`config.mk`:
```
export PLATFORM = sky130hd
export DESIGN_NAME = seg7_decoder_flat
export DESIGN_NICKNAME = d
export VERILOG_FILES = /design/src/rtl/seg7_decoder_if.sv /design/src/rtl/seg7_decoder.sv /design/src/flat_wrapper.sv
export SDC_FILE = /design/constraint.sdc
export NUM_CORES = 1
export LEC_CHECK = 0
export ABC_AREA = 1
export CORE_UTILIZATION = 30
export DETAILED_ROUTE_END_ITERATION = 10
export PLACE_DENSITY_LB_ADDON = 0.05
export SYNTH_ARGS = -nofsm -noshare
export SYNTH_HDL_FRONTEND = slang
export SYNTH_SLANG_ARGS = --single-unit
```
`constraint.sdc`:
```
create_clock -name clk -period 2.15 [get_ports clk]
set_input_delay 0.43 -clock clk [delete_from_list [all_inputs] [get_ports clk]]
set_output_delay 0.43 -clock clk [all_outputs]
set_load 0.01 [all_outputs]
```
`src/rtl/seg7_decoder_if.sv`:
```
// seg7_decoder_if: digit-level signal bundle for one seven-segment digit.
// master = the side supplying the digit value and controls (display controller),
// slave  = the decoder itself.
interface seg7_decoder_if;
  logic [3:0] bcd;
  logic       lamp_test;
  logic       blank;
  logic       rbi;
  logic       rbo;
  logic [6:0] leds;

  modport master (
    output bcd,
    output lamp_test,
    output blank,
    output rbi,
    input  rbo,
    input  leds
  );

  modport slave (
    input  bcd,
    input  lamp_test,
    input  blank,
    input  rbi,
    output rbo,
    output leds
  );
endinterface

```
`src/rtl/seg7_decoder.sv`:
```
// seg7_decoder: single-digit BCD to seven-segment decoder with ripple blanking.
// Segment order on leds[6:0] is {g,f,e,d,c,b,a}.
// Optional macro SEG7_DECODER_HEX_DIGITS_EN: codes 10..15 show A,b,C,d,E,F
// instead of the blank pattern.
// Internally every pattern is built active-low (0 = lit) and only inverted at
// the output when ACTIVE_LOW_SEGS is 0, so the reset value of the register is
// always "all dark" regardless of polarity.
module seg7_decoder #(
  parameter int unsigned ACTIVE_LOW_SEGS = 1,
  parameter int unsigned REG_OUT         = 1
) (
  input  logic          clk,
  input  logic          reset,
  seg7_decoder_if.slave bus
);

  localparam logic [6:0] SEG_DARK = 7'b1111111;
  localparam logic [6:0] SEG_LIT  = 7'b0000000;

  logic [6:0] glyph_n;
  logic [6:0] seg_n;
  logic [6:0] leds_n;
  logic       ripple_zero;

  // Ripple-blank out: pure function of rbi and bcd, unaffected by overrides or reset.
  assign ripple_zero = bus.rbi && (bus.bcd == 4'd0);
  assign bus.rbo     = ripple_zero;

  // Glyph lookup for the digit value, active-low.
  always_comb begin
    glyph_n = SEG_DARK;
    case (bus.bcd)
      4'd0:    glyph_n = 7'b1000000;
      4'd1:    glyph_n = 7'b1111001;
      4'd2:    glyph_n = 7'b0100100;
      4'd3:    glyph_n = 7'b0110000;
      4'd4:    glyph_n = 7'b0011001;
      4'd5:    glyph_n = 7'b0010010;
      4'd6:    glyph_n = 7'b0000010;
      4'd7:    glyph_n = 7'b1111000;
      4'd8:    glyph_n = 7'b0000000;
      4'd9:    glyph_n = 7'b0010000;
`ifdef SEG7_DECODER_HEX_DIGITS_EN
      4'd10:   glyph_n = 7'b0001000;
      4'd11:   glyph_n = 7'b0000011;
      4'd12:   glyph_n = 7'b1000110;
      4'd13:   glyph_n = 7'b0100001;
      4'd14:   glyph_n = 7'b0000110;
      4'd15:   glyph_n = 7'b0001110;
`endif
      default: glyph_n = SEG_DARK;
    endcase
  end

  // Override priority: lamp test beats blank beats ripple blank beats the glyph.
  always_comb begin
    seg_n = glyph_n;
    if (bus.lamp_test)
      seg_n = SEG_LIT;
    else if (bus.blank)
      seg_n = SEG_DARK;
    else if (ripple_zero)
      seg_n = SEG_DARK;
  end

  generate
    if (REG_OUT != 0) begin : g_reg
      logic [6:0] seg_q;

      // Output register; reset forces the display dark immediately.
      always_ff @(posedge clk or negedge reset) begin
        if (!reset)
          seg_q <= SEG_DARK;
        else
          seg_q <= seg_n;
      end

      assign leds_n = seg_q;
    end else begin : g_comb
      assign leds_n = seg_n;
    end
  endgenerate

  assign bus.leds = (ACTIVE_LOW_SEGS != 0) ? leds_n : ~leds_n;

endmodule

```
`src/flat_wrapper.sv`:
```
// flat-port wrapper written by rule: the top's interface ports become plain ports
module seg7_decoder_flat 
#(
  parameter int unsigned ACTIVE_LOW_SEGS = 1,
  parameter int unsigned REG_OUT         = 1
)
  (clk, reset, bus_bcd, bus_lamp_test, bus_blank, bus_rbi, bus_rbo, bus_leds);
  seg7_decoder_if bus_i ();
  input  logic clk;
  input  logic reset;
  input wire logic [$bits(bus_i.bcd)-1:0] bus_bcd;
  input wire logic [$bits(bus_i.lamp_test)-1:0] bus_lamp_test;
  input wire logic [$bits(bus_i.blank)-1:0] bus_blank;
  input wire logic [$bits(bus_i.rbi)-1:0] bus_rbi;
  output wire logic [$bits(bus_i.rbo)-1:0] bus_rbo;
  output wire logic [$bits(bus_i.leds)-1:0] bus_leds;
  assign bus_i.bcd = bus_bcd;
  assign bus_i.lamp_test = bus_lamp_test;
  assign bus_i.blank = bus_blank;
  assign bus_i.rbi = bus_rbi;
  assign bus_rbo = bus_i.rbo;
  assign bus_leds = bus_i.leds;
  seg7_decoder #(.ACTIVE_LOW_SEGS(ACTIVE_LOW_SEGS), .REG_OUT(REG_OUT)) u_core (.clk(clk), .reset(reset), .bus(bus_i));
endmodule
```
* Word-level counts from Yosys, hierarchy flattened
Memories as Yosys holds them, arrays and structs flattened.
Cells that the tools add are included.
** Storage, ports and cells
- Register bits :: 7
- Bits in read-only memories :: 112
- Input bits :: 9
- Output and inout bits :: 8
- Word-level logic and storage cells :: 7
- Memories :: 1
** Memories
- (name not given) :: depth 16, bits a word 7, rd ports 1, clocked after Yosys merged registers in 0, write ports 0, RTL line seg7_decoder.sv:32 : case (bus.bcd)
** Operators by class
- Muxes and demuxes :: 3
- Reduce and logical (&&, ||, !) cells :: 2
** Operators by type and width (number)
- $mux 7 :: 3
- $logic_not 4->1 :: 1
- $logic_and 1x1->1 :: 1

* Logic depth before layout (Yosys ltp)
Gate-level depths: netlist of the first run.
- Word-level depth :: 5
- Depth in mapped cells :: 8
- Depth with buffers taken out :: 8

* Worst setup path after synthesis of the first run
Ideal clock, no wire load.
- Path kind :: input -> output
- Start :: input bus_bcd[1]
- End :: output bus_rbo
- Arrival time :: 0.921 ns
- Data required time :: 1.720 ns
- Slack :: 0.799 ns
- Stages on the path :: 6
- Buffers on the path :: 0
- Path through :: inv_1 > ha_1 > nand2_1 > inv_1 > nand2_2 > inv_1
** On the way
- Longest elaborated chain between the ends :: 2
** Ends and longest elaborated chain
- start, declared :: RTL line flat_wrapper.sv:11 : input wire logic [$bits(bus_i.bcd)-1:0] bus_bcd;
- $logic_not 4->1 :: RTL line seg7_decoder.sv:26 : assign ripple_zero = bus.rbi && (bus.bcd == 4'd0);
- $logic_and 1x1->1 :: RTL line seg7_decoder.sv:26
- end, declared :: RTL line flat_wrapper.sv:15 : output wire logic [$bits(bus_i.rbo)-1:0] bus_rbo;
No other way between the ends.

* Worst setup path in the final report of the first run
- Start :: input bus_bcd[0]
- End :: output bus_rbo
Same word-level chain as after synthesis.

==> results.sh, run 1 <==
export IMPL_cp_arrival_ns=1.59
export IMPL_yosys_cell_count_top_type="nor2_1"
export IMPL_post_cts_repair_setup_buffers=0
export IMPL_cts_tree="done"
export IMPL_clock_sinks=7
export IMPL_largest_reg_flops=7
export IMPL_syn_inst=57
export IMPL_p_total_w=0.0003527
export IMPL_path_cells="clkdlybuf4s50_1 > inv_1 > ha_2 > nand2_1 > inv_1 > nand2_2 > inv_1 > dlygate4sd2_1"
export IMPL_yosysWarnings=0
export IMPL_synth_ff_type="dfstp_2"
export IMPL_cp_start_kind="primary input"
export IMPL_htreeDepth=1
export IMPL_n_fill_cell=137
export IMPL_synthArstFlopShare=1.000
export IMPL_gp_congestion=0.8582
export IMPL_antenna_found_initial=0
export IMPL_netSwitchingFraction=0.2387
export IMPL_cpMostUsedCell="inv_1"
export IMPL_dieWidth_um=39.93
export IMPL_setup_viol=0
export IMPL_diodes=0
export IMPL_wl_um=724
export IMPL_first_pass_iters=2
export IMPL_max_cap_violations=0
export IMPL_ir_drop_mv=0.1479
export IMPL_cts_buffers=3
export IMPL_grt_usage=0.1206
export IMPL_period_needed_ns=2.025
export IMPL_clock_path_buffers=2
export IMPL_combPwrFrac=0.252
export IMPL_drt_antenna_violating_nets=0
export IMPL_ios=17
export IMPL_finalInstanceArea_um2=690.7
export IMPL_p_per_area_nw_per_um2=510.7
export IMPL_maxClockFrequency_mhz=493.9
export IMPL_fin_util=0.5242
export IMPL_overflow=0
export IMPL_dp_hpwl_um=648.8
export IMPL_worst_slack_ns=0.1253
export IMPL_grt_pass1_vias=346
export IMPL_worst_path_max_delay_cell="clkdlybuf4s50_1"
export IMPL_synth_top_area_frac=0.4261
export IMPL_p_leak_nw=0.3640
export IMPL_clock_tree_root_cell="clkbuf_4"
export IMPL_synthTopCellsByCount="nor2_1 (21), inv_1 (9), dfstp_2 (7)"
export IMPL_dieHeight_um=39.93
export IMPL_power_switching_w=0.00008421
export IMPL_drc=0
export IMPL_required_ns=1.72
export IMPL_grt_max_degree=8
export IMPL_area_growth_synth_to_final_pct=60.00
export IMPL_slew_violations=0
export IMPL_seq_area_frac_synth=0.4261
export IMPL_final_layout_size_suffix_gt1_frac=0.2500
export IMPL_place_ws_ns=-0.1220
export IMPL_drtIter0Drc=2
export IMPL_cp_max_fo=2
export IMPL_ys_top_cells_by_area="dfstp_2 (43%), nor2_1 (18%), ha_1 (14%)"
export IMPL_worst_pin_slew_ns=0.2883
export IMPL_avgSynthCellArea_um2=7.573
export IMPL_synthesis_nets=71
export IMPL_cts_resized=1
export IMPL_grt_pass1_wl_mm=1.262
export IMPL_core_area_um2=1318
export IMPL_clkSlewWorstSetupHoldPaths_ns=0.05
export IMPL_worstHoldPathType="in -> async"
export IMPL_placed_area_um2=663.1
export IMPL_start_util=0.3276
export IMPL_rsz0062_at_grt="no"
export IMPL_nets=99
export IMPL_synth_area_um2=431.7
export IMPL_synth_edff_count=0
export IMPL_slew_headroom=0.8072
export IMPL_hold_viol=0
export IMPL_via_per_inst=4.131
export IMPL_die_area_um2=1594
export IMPL_max_stage_delay_ns=0.47
export IMPL_via_count=409
export IMPL_seqPwrFrac=0.428
export IMPL_path_class="in -> out"
export IMPL_cts_hold_fix_buffers=0
export IMPL_ys_ff_latch=7
export IMPL_yosysTopAreaCell="dfstp_2"
export IMPL_wl_per_cell_um=7.313
export IMPL_end_kind="output port"
export IMPL_min_period_over_period=0.9417
export IMPL_status="finished clean"
export IMPL_num_rows=13
export IMPL_yosysUniqueCellTypes=13
export IMPL_clkPwrFrac=0.320
export IMPL_numPortBuffers=16
export IMPL_intPower_w=0.0002685
## per-layer routing
metal,vias up,routed length [um],part of all wire,GRT usage
met5,-,0,0,0
met4,0,0,0,0.1034
met3,0,28,0.039,0.01667
met2,11,409,0.56,0.2056
met1,176,286,0.40,0.1293
li1,222,-,-,-
## final cells by class
cell class                 instances  area, um^2  share of cell area
timing repair buffer              23       211.5              0.3062
inverter                          10       37.54             0.05435
tap                               15       18.77             0.02717
sequential                         7       183.9              0.2663
multi-input combinational         40       212.7              0.3080
clock buffer                       4       26.28             0.03804
## critical path, delay by kind of cell
kind / cells / cell delay [ns]
adder cells (fa/ha/maj): 1 / 0.18
buffers and inverters: 5 / 0.87
AND/OR/NAND/NOR: 2 / 0.11
## kinds of logic (layout without fill, tap and decap cells)
family | Yosys count | in the layout | synth area share
AO/OA/AOI/OAI | 4 | 4 | 0.04636
adder cells (fa/ha/maj) | 5 | 5 | 0.1449
buffers and inverters | 10 | 37 | 0.08694
flip-flops | 7 | 7 | 0.4261
AND/OR/NAND/NOR | 31 | 31 | 0.2956
## through the flow
step                      TNS [ns]  instances  hold WS [ns]
after floorplan                  0         57        0.2822
after global placement    -0.09769         95        0.9535
after detailed placement   -0.1220         95        0.9663
after CTS                        0         99        0.7070
after global routing             0         99        0.7332
final                            0         99        0.6881
## power groups by stage
stage	clock (W)	sequential [W]	combinational (W)
2_1_floorplan	0	0.000159	0.0000293
4_1_cts	0.000119	0.000151	0.0000904
3_3_place_gp	0	0.000152	0.0000905
3_5_place_dp	0	0.000153	0.0000904
5_1_grt	0.000126	0.000152	0.000102
6_report	0.000113	0.000151	0.0000891
## cells in the final DEF, fill, tap and decap left out
master / instances
nand3_2: 1
ha_2: 1
nand2_2: 1
inv_1: 9
clkbuf_1: 1
nor3_1: 1
o21ai_1: 1
dfstp_2: 7
nor2_1: 21
inv_2: 1
a21oi_1: 1
ha_1: 4
clkdlybuf4s50_1: 15
o21ai_0: 2
nand2_1: 6
dlygate4sd2_1: 1
buf_4: 7
clkbuf_4: 3
nand3_1: 1
## path summary, 6_finish.rpt
| kind | slack, ns | to | depth (start not counted) | startpoint |
|---|---|---|---|---|
| max in group asynchronous | 1.44 | u_core.bus.leds[2]$_DFF_PN1_ | 1 | reset |
| worst max-delay path | 0.13 | bus_rbo | 8 | bus_bcd[0] |
| min in group clk | 0.85 | u_core.bus.leds[4]$_DFF_PN1_ | 2 | bus_lamp_test |
| worst min-delay path | 0.69 | u_core.bus.leds[3]$_DFF_PN1_ | 1 | reset |
No activity file was read; power rests on OpenSTA's default activity.
==> run 2: changes to the inputs <==
Settings changed: CORE_AREA set to 2 2 39 41, CORE_UTILIZATION 30 to not set, DIE_AREA set to 0 0 41 43.
==> run 2 against run 1 <==
Net effect: sequential power about the same; highest routed layer is now met4; worst hold slack about the same; cell count increased by 1.0%; worst setup slack got worse by 0.024 ns; critical path depth unchanged; core utilization decreased by 2.6 points; flip-flop and latch count unchanged; fmax decreased by 1.1%; combinational power about the same; sequential share of layout area about the same; critical endpoint unchanged; routed wire length increased by 0.14%.
==> results.sh, run 2 (synthesis results as in run 1) <==
export IMPL_status="finished clean"
export IMPL_p_total_w=0.0003510
export IMPL_cts_hold_fix_buffers=0
export IMPL_nets=99
export IMPL_clock_path_buffers=2
export IMPL_ir_drop_mv=0.1561
export IMPL_p_per_area_nw_per_um2=509.1
export IMPL_dieHeight_um=43
export IMPL_combPwrFrac=0.254
export IMPL_intPower_w=0.0002683
export IMPL_cpMostUsedCell="inv_1"
export IMPL_worst_path_max_delay_cell="clkdlybuf4s50_1"
export IMPL_cts_buffers=3
export IMPL_end_kind="output port"
export IMPL_drtIter0Drc=0
export IMPL_core_area_um2=1384
export IMPL_dp_hpwl_um=642.9
export IMPL_path_cells="clkdlybuf4s50_1 > inv_1 > ha_1 > nand2_1 > inv_1 > nand2_2 > inv_1 > dlygate4sd2_1"
export IMPL_htreeDepth=1
export IMPL_setup_viol=0
export IMPL_placed_area_um2=664.4
export IMPL_rsz0062_at_grt="no"
export IMPL_max_stage_delay_ns=0.47
export IMPL_clkPwrFrac=0.317
export IMPL_dieWidth_um=41
export IMPL_wl_um=725
export IMPL_worst_pin_slew_ns=0.2880
export IMPL_drt_antenna_violating_nets=0
export IMPL_ios=17
export IMPL_grt_max_degree=8
export IMPL_via_count=404
export IMPL_clock_tree_root_cell="clkbuf_4"
export IMPL_drc=0
export IMPL_period_needed_ns=2.048
export IMPL_path_class="in -> out"
export IMPL_use_met3=0.01571
export IMPL_final_layout_size_suffix_gt1_frac=0.2381
export IMPL_cts_tree="done"
export IMPL_use_met1=0.1016
export IMPL_cp_start_kind="primary input"
export IMPL_seqPwrFrac=0.430
export IMPL_first_pass_iters=1
export IMPL_worstHoldPathType="in -> async"
export IMPL_hold_viol=0
export IMPL_numPortBuffers=16
export IMPL_slew_headroom=0.8074
export IMPL_via_per_inst=4.040
export IMPL_antenna_found_initial=0
export IMPL_finalInstanceArea_um2=689.4
export IMPL_grt_usage=0.1061
export IMPL_largest_reg_flops=7
export IMPL_max_cap_violations=0
export IMPL_busiest_layer="met2"
export IMPL_grt_util_met2=0.1656
export IMPL_num_rows=14
export IMPL_n_fill_cell=151
export IMPL_gp_congestion=0.7429
export IMPL_maxClockFrequency_mhz=488.2
export IMPL_clkSlewWorstSetupHoldPaths_ns=0.05
export IMPL_min_period_over_period=0.9527
export IMPL_slew_violations=0
export IMPL_post_cts_repair_setup_buffers=0
export IMPL_area_growth_synth_to_final_pct=59.71
export IMPL_p_leak_nw=0.3656
export IMPL_cp_max_fo=2
export IMPL_power_switching_w=0.00008265
export IMPL_die_area_um2=1763
export IMPL_final_cell_mix="nor2_1 (21), clkdlybuf4s50_1 (15), inv_1 (9)"
export IMPL_clock_sinks=7
export IMPL_grt_pass1_vias=334
export IMPL_start_util=0.3119
export IMPL_grt_pass1_wl_mm=1.214
export IMPL_required_ns=1.72
export IMPL_wl_per_cell_um=7.250
export IMPL_diodes=0
export IMPL_overflow=0
export IMPL_final_common_cell="nor2_1"
export IMPL_netSwitchingFraction=0.2355
export IMPL_cp_arrival_ns=1.62
## run 2: worst max path at each step
stage          slack, ns  cells after the start      end       start
2_1_floorplan       0.80                      6  bus_rbo  bus_bcd[1]
3_3_place_gp       -0.10                      8  bus_rbo  bus_bcd[1]
3_5_place_dp       -0.11                      8  bus_rbo  bus_bcd[1]
4_1_cts             0.09                      8  bus_rbo  bus_bcd[0]
5_1_grt            0.005                      8  bus_rbo  bus_bcd[0]
6_report            0.10                      8  bus_rbo  bus_bcd[0]
## run 2: timing repair
action | 4_1_cts | 5_1_grt
setup endpoints to repair | 1 | 0
gates resized for setup | 1 | 0
endpoints found under the hold margin | 0 | 0
## run 2: layout make-up
type	count	area, um^2	area share
timing repair buffer	23	211.5	0.3067
multi-input combinational	40	210.2	0.3049
clock buffer	4	26.28	0.03811
sequential	7	183.9	0.2668
tap	16	20.02	0.02904
inverter	10	37.54	0.05445
## run 2: critical path, delay by kind of cell
kind,cells,cell delay [ns]
fa+ha+maj,1,0.21
buf+inv,5,0.86
simple gates,2,0.12
## run 2: metrics by stage
stage	setup TNS (ns)	instances	util	hold WS [ns]	worst slack (ns)
6_report	0	100	0.4982	0.6885	0.1018
5_1_grt	0	100	0.4982	0.7327	0.004678
4_1_cts	0	100	0.4982	0.7062	0.08883
3_5_place_dp	-0.1110	96	0.4801	0.9651	-0.1110
3_3_place_gp	-0.1003	96	0.4801	0.9563	-0.1003
2_1_floorplan	0	57	-	0.2822	0.7989
## run 2: per-layer routing
metal | routed length [um] | share of wire
met5 | 0 | 0
met4 | 22 | 0.030
met3 | 39 | 0.054
met2 | 382 | 0.53
met1 | 282 | 0.39
## run 2: power groups by stage
stage	Sequential (W)	Clock, W	Combinational (W)
after floorplan	0.000159	0	0.0000293
after global placement	0.000152	0	0.0000905
after detailed placement	0.000153	0	0.0000905
after CTS	0.000151	0.000118	0.0000906
after global routing	0.000152	0.000125	0.000101
final	0.000151	0.000111	0.0000891
==> run 3: changes to the inputs <==
Settings changed: CAP_MARGIN set to 20, CORE_AREA 2 2 39 41 to 5 5 42 44, DIE_AREA 0 0 41 43 to 0 0 47 49.
==> run 3 against run 2 <==
Net effect: die area grew 31%; critical path type unchanged; highest routed layer unchanged; core utilization shrank 0.62 points; fmax shrank 1.3%; cell count is the same; sequential power is essentially flat; combinational power grew 0.4%; routed wire length grew 7.7%; sequential share of layout area is the same; critical endpoint unchanged.
==> results.sh, run 3 (synthesis results as in run 1) <==
export IMPL_setup_viol=0
export IMPL_finalInstanceArea_um2=689.4
export IMPL_maxClockFrequency_mhz=481.7
export IMPL_via_per_inst=4.170
export IMPL_drt_antenna_violating_nets=0
export IMPL_diodes=0
export IMPL_cp_max_fo=2
export IMPL_cp_arrival_ns=1.65
export IMPL_final_cell_mix="nor2_1 (21), clkdlybuf4s50_1 (15), inv_1 (9)"
export IMPL_drc=0
export IMPL_start_util=0.3080
export IMPL_nets=99
export IMPL_clock_sinks=7
export IMPL_path_cells="clkdlybuf4s50_1 > inv_1 > ha_1 > nand2_1 > inv_1 > nand2_2 > inv_1 > dlygate4sd2_1"
export IMPL_dieWidth_um=47
export IMPL_ir_drop_mv=0.1727
export IMPL_rsz0062_at_grt="no"
export IMPL_max_cap_violations=0
export IMPL_dp_hpwl_um=714.8
export IMPL_status="finished clean"
export IMPL_antenna_found_initial=0
export IMPL_overflow=0
export IMPL_worst_path_max_delay_cell="clkdlybuf4s50_1"
export IMPL_p_per_area_nw_per_um2=510.3
export IMPL_path_class="in -> out"
export IMPL_finalNonFillerCells=100
export IMPL_wl_per_cell_um=7.810
export IMPL_numPortBuffers=16
export IMPL_placed_cells=96
export IMPL_p_total_w=0.0003518
export IMPL_cts_buffers=3
export IMPL_dieHeight_um=49
export IMPL_area_growth_synth_to_final_pct=59.71
export IMPL_cp_start_kind="primary input"
export IMPL_path_buf_inv=5
export IMPL_wl_um=781
export IMPL_grt_pass1_wl_mm=1.359
export IMPL_gp_congestion=0.7553
export IMPL_worstHoldPathType="in -> async"
export IMPL_final_common_cell="nor2_1"
export IMPL_required_ns=1.72
export IMPL_grt_pass1_vias=397
export IMPL_clock_tree_root_cell="clkbuf_4"
export IMPL_n_fill_cell=155
export IMPL_slew_headroom=0.8139
export IMPL_clock_path_buffers=2
export IMPL_p_leak_nw=0.3656
export IMPL_fin_util=0.4920
export IMPL_min_period_over_period=0.9656
export IMPL_max_stage_delay_ns=0.48
export IMPL_end_kind="output port"
export IMPL_cts_tree="done"
export IMPL_core_area_um2=1401
export IMPL_worst_slack_ns=0.07400
export IMPL_die_area_um2=2303
export IMPL_place_ws_ns=-0.1371
export IMPL_placed_area_um2=664.4
export IMPL_hold_viol=0
export IMPL_drtIter0Drc=2
export IMPL_grt_max_degree=8
export IMPL_period_needed_ns=2.076
export IMPL_cpMostUsedCell="inv_1"
export IMPL_via_count=417
export IMPL_num_rows=14
export IMPL_worst_pin_slew_ns=0.2783
export IMPL_slew_violations=0
export IMPL_ios=17
export IMPL_htreeDepth=1
export IMPL_final_layout_size_suffix_gt1_frac=0.2381
export IMPL_first_pass_iters=3
export IMPL_cp_top_family="buffers and inverters"
export IMPL_grt_usage=0.08209
export IMPL_clkSlewWorstSetupHoldPaths_ns=0.05
export IMPL_largest_reg_flops=7
-- run 3: worst max-delay path by stage --
stage               start  cells after the start      end  slack (ns)
6_report       bus_bcd[0]                      8  bus_rbo        0.07
5_1_grt        bus_bcd[0]                      8  bus_rbo        0.01
4_1_cts        bus_bcd[0]                      8  bus_rbo        0.06
3_5_place_dp   bus_bcd[0]                      8  bus_rbo       -0.14
3_3_place_gp   bus_bcd[1]                      8  bus_rbo       -0.11
2_1_floorplan  bus_bcd[1]                      6  bus_rbo        0.80
-- run 3: final cells by class --
class | count | area [um^2] | area share
tap | 16 | 20.02 | 0.02904
sequential | 7 | 183.9 | 0.2668
clock buffer | 4 | 26.28 | 0.03811
timing repair buffer | 23 | 211.5 | 0.3067
inverter | 10 | 37.54 | 0.05445
multi-input combinational | 40 | 210.2 | 0.3049
-- run 3: where the power goes --
| part | switching (W) | total [W] | internal [W] |
|---|---|---|---|
| Combinational | 0.0000402 | 0.0000895 | 0.0000493 |
| Sequential | 0.00000201 | 0.000151 | 0.000149 |
| Clock | 0.0000410 | 0.000111 | 0.0000703 |
-- run 3: per-stage QoR --
| stage | setup TNS [ns] | hold WS [ns] |
|---|---|---|
| 2_1_floorplan | 0 | 0.2822 |
| 3_3_place_gp | -0.1095 | 0.9553 |
| 3_5_place_dp | -0.1371 | 0.9562 |
| 4_1_cts | 0 | 0.6953 |
| 5_1_grt | 0 | 0.7228 |
| 6_report | 0 | 0.6802 |
-- run 3: timing repair --
action / in CTS / in global routing
hold endpoints to repair: 0 / 0
setup endpoints to repair: 1 / 0
gates resized for setup: 1 / 0
buffers inserted: 0 / 0
hold buffers: 0 / 0
-- run 3: routing by layer --
metal / GRT usage / up-vias / wire, um
li1: - / 224 / -
met1: 0.06696 / 178 / 279
met2: 0.1403 / 13 / 409
met3: 0.02214 / 2 / 72
met4: 0.08295 / 0 / 20
met5: 0 / - / 0
